==> config.mk <==
export PLATFORM = sky130hd
export DESIGN_NAME = dual_axis_step_sequencer
export DESIGN_NICKNAME = d
export VERILOG_FILES = /design/src/rtl/scara_motion_pkg.sv /design/src/rtl/step_pulse_timer.sv /design/src/rtl/dual_axis_step_sequencer.sv
export SDC_FILE = /design/constraint.sdc
export NUM_CORES = 1
export LEC_CHECK = 0
export CORE_ASPECT_RATIO = 0.6
export CORE_MARGIN = 3
export CORE_UTILIZATION = 28
export DETAILED_ROUTE_END_ITERATION = 12
export GPL_ROUTABILITY_DRIVEN = 0
export GPL_TIMING_DRIVEN = 0
export PLACE_DENSITY = 0.45
export SYNTH_ARGS = -nofsm -noshare
export SYNTH_HDL_FRONTEND = slang
export SYNTH_SLANG_ARGS = --single-unit
==> constraint.sdc <==
create_clock -name clk_50 -period 3.1 [get_ports clk_50]
set_input_delay 0.31 -clock clk_50 [delete_from_list [all_inputs] [get_ports clk_50]]
set_output_delay 0.31 -clock clk_50 [all_outputs]
set_load 0.02 [all_outputs]
==> src/rtl/scara_motion_pkg.sv <==
// Shared types and widths for the SCARA joint step sequencer.
package scara_motion_pkg;

  typedef enum logic [1:0] {
    IDLE,
    SETUP,
    HI,
    LO
  } seq_state_t;

  localparam int STEP_CNT_W = 8;
  localparam int ERR_W      = 10;

endpackage

==> src/rtl/step_pulse_timer.sv <==
// Loadable down-counter that paces the sequencer's phases; expire is high on the
// last enabled cycle of a loaded interval (load value N-1 gives an N-cycle phase).
module step_pulse_timer #(
  parameter int TIMER_W = 20
) (
  input  logic               clk,
  input  logic               rst,
  input  logic               load,
  input  logic [TIMER_W-1:0] load_val,
  input  logic               enable,
  output logic               expire
);

  logic [TIMER_W-1:0] count_reg;

  always_ff @(posedge clk or posedge rst) begin
    if (rst) begin
      count_reg <= '0;
    end else if (load) begin
      count_reg <= load_val;
    end else if (enable && (count_reg != '0)) begin
      count_reg <= count_reg - 1'b1;
    end
  end

  assign expire = enable && (count_reg == '0);

endmodule

==> src/rtl/dual_axis_step_sequencer.sv <==
// Two-joint STEP/DIR generator with Bresenham interpolation so both joints finish together.
// Define STEP_RAMP_EN to make the major-axis period start at RAMP_START_CYC and shrink per step.
module dual_axis_step_sequencer
  import scara_motion_pkg::*;
#(
  parameter int PULSE_CYC      = 100,
  parameter int PERIOD_CYC     = 50000,
  parameter int DIR_SETUP_CYC  = 250,
  parameter int TIMER_W        = 20,
  parameter int RAMP_START_CYC = 200000,
  parameter int RAMP_DEC_CYC   = 5000
) (
  input  logic       clk_50,
  input  logic       reset,
  input  logic       new_in,
  input  logic [7:0] steps1,
  input  logic [7:0] steps2,
  input  logic       dir1_in,
  input  logic       dir2_in,
  input  logic       enable,
  output logic       ready,
  output logic       done,
  output logic       step1,
  output logic       step2,
  output logic       dir1,
  output logic       dir2,
  output logic [7:0] steps_done
);

`ifdef STEP_RAMP_EN
  localparam bit RAMP_ON = 1'b1;
`else
  localparam bit RAMP_ON = 1'b0;
`endif

  localparam logic [TIMER_W-1:0] SETUP_LOAD   = TIMER_W'(DIR_SETUP_CYC - 1);
  localparam logic [TIMER_W-1:0] HI_LOAD      = TIMER_W'(PULSE_CYC - 1);
  localparam logic [TIMER_W-1:0] PULSE_PLUS1  = TIMER_W'(PULSE_CYC + 1);
  localparam logic [TIMER_W-1:0] PERIOD_MIN   = TIMER_W'(PERIOD_CYC);
  localparam logic [TIMER_W-1:0] PERIOD_FIRST = RAMP_ON ? TIMER_W'(RAMP_START_CYC) : PERIOD_MIN;
  localparam logic [TIMER_W-1:0] PERIOD_DEC   = RAMP_ON ? TIMER_W'(RAMP_DEC_CYC) : '0;

  seq_state_t state_reg, state_next;
  logic [STEP_CNT_W-1:0] major_reg, minor_reg, steps_done_reg;
  logic [STEP_CNT_W-1:0] major_in, minor_in;
  logic signed [ERR_W-1:0] err_reg, err_dec, err_next, minor_ext, major_ext;
  logic [TIMER_W-1:0] period_reg, timer_val;
  logic major1_reg, major1_in, fire_reg, fire;
  logic dir1_reg, dir2_reg, done_reg, done_next;
  logic accept, move_zero, timer_load, expire, enter_hi, ramp_step, pulse_on;

  assign major1_in = (steps1 >= steps2);
  assign major_in  = major1_in ? steps1 : steps2;
  assign minor_in  = major1_in ? steps2 : steps1;
  assign move_zero = (steps1 == '0) && (steps2 == '0);
  assign accept    = (state_reg == IDLE) && new_in && enable;

  // Error term update applied on every entry to HI; sign bit decides the minor pulse.
  assign minor_ext = $signed({{(ERR_W-STEP_CNT_W){1'b0}}, minor_reg});
  assign major_ext = $signed({{(ERR_W-STEP_CNT_W){1'b0}}, major_reg});
  assign err_dec   = err_reg - minor_ext;
  assign fire      = err_dec[ERR_W-1];
  assign err_next  = fire ? (err_dec + major_ext) : err_dec;

  step_pulse_timer #(.TIMER_W(TIMER_W)) u_timer (
    .clk      (clk_50),
    .rst      (reset),
    .load     (timer_load),
    .load_val (timer_val),
    .enable   (enable),
    .expire   (expire)
  );

  always_comb begin
    state_next = state_reg;
    timer_load = 1'b0;
    timer_val  = '0;
    enter_hi   = 1'b0;
    ramp_step  = 1'b0;
    done_next  = 1'b0;
    case (state_reg)
      IDLE: begin
        if (accept) begin
          if (move_zero) begin
            done_next = 1'b1;
          end else begin
            state_next = SETUP;
            timer_load = 1'b1;
            timer_val  = SETUP_LOAD;
          end
        end
      end
      SETUP: begin
        if (expire) begin
          state_next = HI;
          timer_load = 1'b1;
          timer_val  = HI_LOAD;
          enter_hi   = 1'b1;
        end
      end
      HI: begin
        if (expire) begin
          state_next = LO;
          timer_load = 1'b1;
          timer_val  = period_reg - PULSE_PLUS1;
        end
      end
      LO: begin
        if (expire) begin
          if (steps_done_reg == major_reg) begin
            state_next = IDLE;
            done_next  = 1'b1;
          end else begin
            state_next = HI;
            timer_load = 1'b1;
            timer_val  = HI_LOAD;
            enter_hi   = 1'b1;
            ramp_step  = 1'b1;
          end
        end
      end
      default: state_next = IDLE;
    endcase
  end

  always_ff @(posedge clk_50 or posedge reset) begin
    if (reset) begin
      state_reg      <= IDLE;
      major_reg      <= '0;
      minor_reg      <= '0;
      major1_reg     <= 1'b1;
      err_reg        <= '0;
      fire_reg       <= 1'b0;
      steps_done_reg <= '0;
      dir1_reg       <= 1'b0;
      dir2_reg       <= 1'b0;
      done_reg       <= 1'b0;
      period_reg     <= PERIOD_FIRST;
    end else begin
      state_reg <= state_next;
      done_reg  <= done_next;
      if (accept) begin
        major_reg      <= major_in;
        minor_reg      <= minor_in;
        major1_reg     <= major1_in;
        err_reg        <= $signed({{(ERR_W-STEP_CNT_W+1){1'b0}}, major_in[STEP_CNT_W-1:1]});
        steps_done_reg <= '0;
        dir1_reg       <= dir1_in;
        dir2_reg       <= dir2_in;
        period_reg     <= PERIOD_FIRST;
      end
      if (enter_hi) begin
        steps_done_reg <= steps_done_reg + 1'b1;
        err_reg        <= err_next;
        fire_reg       <= fire;
      end
      // Saturating acceleration: never drop below the cruise period.
      if (ramp_step) begin
        period_reg <= ((period_reg - PERIOD_MIN) >= PERIOD_DEC) ? (period_reg - PERIOD_DEC)
                                                                : PERIOD_MIN;
      end
    end
  end

  assign pulse_on   = (state_reg == HI) && enable;
  assign step1      = pulse_on && (major1_reg || fire_reg);
  assign step2      = pulse_on && (!major1_reg || fire_reg);
  assign ready      = (state_reg == IDLE);
  assign done       = done_reg;
  assign dir1       = dir1_reg;
  assign dir2       = dir2_reg;
  assign steps_done = steps_done_reg;

endmodule

==> impl_metrics.json <==
{
  "wirelength_mm": 12.8,
  "n_antenna_cell": 0,
  "slowest_delay_ns": 0.42,
  "finalNetCount": 607,
  "htree_levels": 3,
  "cp.required_ns": 3.34,
  "ant_nets": 0,
  "grt-ovfl-total": 0,
  "port_buffers": 35,
  "grt_pass1_vias": 3685,
  "grt_start_max_net_pins": 37,
  "crit_type": "reg2reg",
  "first_pass_iters": 4,
  "post-route-period-util_pct": 97.5,
  "synth_area_um2": 4320,
  "clock_skew_ns": 0.00652,
  "rsz0062_at_grt": "true",
  "slowest_stage": "dfrtp_1",
  "synthFlopType": "dfrtp_1",
  "ir_drop_uv": 508,
  "cts.clk_slew.worst_paths_ns": 0.06,
  "maxSlewViolCount": 0,
  "yosysWarnings": 0,
  "die_height_um": 102,
  "place_hpwl_mm": 9.88,
  "cts_tree": "done",
  "core_um2": 14800,
  "synth_common_cells": "nor2_1, dfrtp_1, o21ai_0",
  "synth_most_common_cell": "nor2_1",
  "drtIter0Drc": 224,
  "cp_cell_sequence": "ha_1 > nor2b_1 > o31a_1 > o21a_1 > nor2_2 > xnor2_2 > ha_1 > o21ai_1 > nand2b_1 > a31oi_4 > xnor2_1 > mux2_2 > o31ai_1",
  "power_density_nw_per_um2": 1170,
  "fp-row-count": 34,
  "dieArea_um2": 17000,
  "cts.sinks": 61,
  "min_path_type": "in2async",
  "drive_gt1_share_pct": 8.81,
  "crit_path_start_kind": "flop",
  "fp.dieW_um": 166,
  "synth.area.top_cells": "dfrtp_1, ha_1, nor2_1",
  "yosysUniqueCellTypes": 63,
  "critPathMostFrequentCell": "ha_1",
  "antenna_found_initial": 0,
  "io_pins": 36,
  "cts_hold_buf": 0,
  "cts_buffers": 9,
  "synth_nets": 557,
  "seq_area_frac_synth_pct": 35.4,
  "critPathCaptureType": "flop",
  "grtUsageTotal_pct": 15.6,
  "cts_root_buf": "clkbuf_16",
  "clock.fmax_ghz": 0.331,
  "crit_fanout": 4,
  "cap_violations": 0,
  "fin_cells": 754,
  "drc": 0,
  "critical_path_arrival_ns": 3.26,
  "synth-edff-count": 0,
  "hold_viol": 0,
  "detail_route.wl_per_cell_um": 17.0,
  "start_util_pct": 29.2,
  "vias": 3810,
  "grt_pass1_wl_mm": 20.5,
  "synthToLayoutAreaGrowth_pct": 23.3,
  "fill_cells": 1487,
  "clock_path_buffers": 2,
  "synth_cells": 502,
  "synth.avg_cell_area_um2": 8.60,
  "tightest_slew_ns": 0.678,
  "dp.cells": 736,
  "vias_per_cell": 5.05,
  "synth_seq_cells": 61,
  "async_flop_share_pct": 100,
  "clk_latency_ns": 0.33,
  "slew_headroom_pct": 54.3,
  "p_leak_uw": 0.00231,
  "largest_reg_flops": 20,
  "final-setup-viol-count": 0,
  "status": "finished, final reports clean",
  "yosys.area.top_type": "dfrtp_1",
  "finalSetupTns_ns": 0,
  "yosysTopAreaCellShare_pct": 34.8,
  "fin_crit_ns": 3.02
}
[worst paths after layout]
path / startpoint / endpoint / slack [ns] / cells after the start
setup / recovery: err_reg[1] / err_reg[7] / 0.08 / 13
hold / removal: reset / dir2 / 0.36 / 2
setup reg to reg: err_reg[1] / err_reg[7] / 0.08 / 13
hold reg to reg: minor_reg[3] / minor_reg[3] / 0.48 / 2
max in group asynchronous: reset / steps_done[1] / 2.13 / 3
min in group clk_50: minor_reg[3] / minor_reg[3] / 0.48 / 2
[layout by cell type, fill, tap and decap left out, types with 3 or more instances in the layout]
cell type,instances
o21bai_1,3
nand2b_1,4
xnor2_1,21
o21ai_1,4
o21ai_0,40
clkbuf_1,13
ha_1,31
nor2b_1,3
clkbuf_16,9
a21oi_1,29
inv_1,28
nand4_1,5
buf_4,5
a31oi_1,4
nand3_1,17
a211oi_1,5
or4_1,5
a21o_1,14
xor2_1,8
clkdlybuf4s50_1,35
dfrtp_1,60
nor3_1,11
mux2i_1,9
xnor2_2,3
o31ai_1,3
nor2_1,62
nor4_1,13
o22a_1,3
nand2_1,39
o21a_1,11
o31a_1,3
[through the flow]
stage | worst slack, ns | power (µW) | area [µm²] | hold slack, ns | util, %
global route | -0.111 | 6780 | 5320 | 0.408 | 36.0
global placement | -0.319 | 4610 | 4910 | 0.467 | 33.3
detailed placement | -0.333 | 4700 | 4930 | 0.471 | 33.4
CTS | 0.00601 | 5980 | 5270 | 0.371 | 35.7
finish | 0.0783 | 6230 | 5320 | 0.358 | 36.0
floorplan | 0.316 | 3880 | 4320 | 0.415 | -
[power by group]
| group | internal (µW) | leakage [µW] | switching (µW) |
|---|---|---|---|
| registers | 1030 | 0.000764 | 237 |
| clock network | 658 | 0.000147 | 366 |
| logic | 1770 | 0.00140 | 2180 |
| total | 3450 | 0.00231 | 2780 |
[layout make-up]
type                            instances  area [µm²]  share of cell area (%)
Multi-Input combinational cell        393        2660                    49.9
Sequential cell                        61        1530                    28.7
Timing Repair Buffer                   40         400                    7.52
Clock buffer                           11         253                    4.75
Tap cell                              198         248                    4.66
Inverter                               30         113                    2.12
Buffer                                 17        77.6                    1.46
Clock inverter                          4        47.5                   0.893
[worst max-delay path, delay by kind of cell, from the launching register on]
kind            cells  cell delay (ns)
simple gates        3             0.39
flops               1             0.42
compound gates      5             1.03
fa+ha+maj           2             0.55
xor+xnor            2             0.27
mux                 1             0.27
[routing by layer]
metal | wire length [µm] | vias up | global-route usage, %
li1 | - | 1900 | -
met4 | 123 | 0 | 3.93
met1 | 7330 | 1780 | 24.6
met2 | 4630 | 118 | 20.3
met5 | 0 | - | 0
met3 | 766 | 12 | 4.25
[cell families (layout without fill, tap and decap cells)]
kind of cell | Yosys count | in the layout | synth area share [%]
fa+ha+maj | 33 | 33 | 9.91
simple gates | 178 | 178 | 20.3
buf+inv | 48 | 102 | 4.49
mux | 11 | 11 | 2.58
xor+xnor | 33 | 33 | 6.70
flops | 61 | 61 | 35.4
compound gates | 138 | 138 | 20.6
[what timing repair did]
item | 4_1_cts | 5_1_grt
setup buffers | 3 | 1
pin swaps | 4 | 4
resized for setup | 3 | 13
endpoints found under the setup margin | 1 | 14
gates cloned | 0 | 0
No activity file was read; power rests on OpenSTA's default activity.
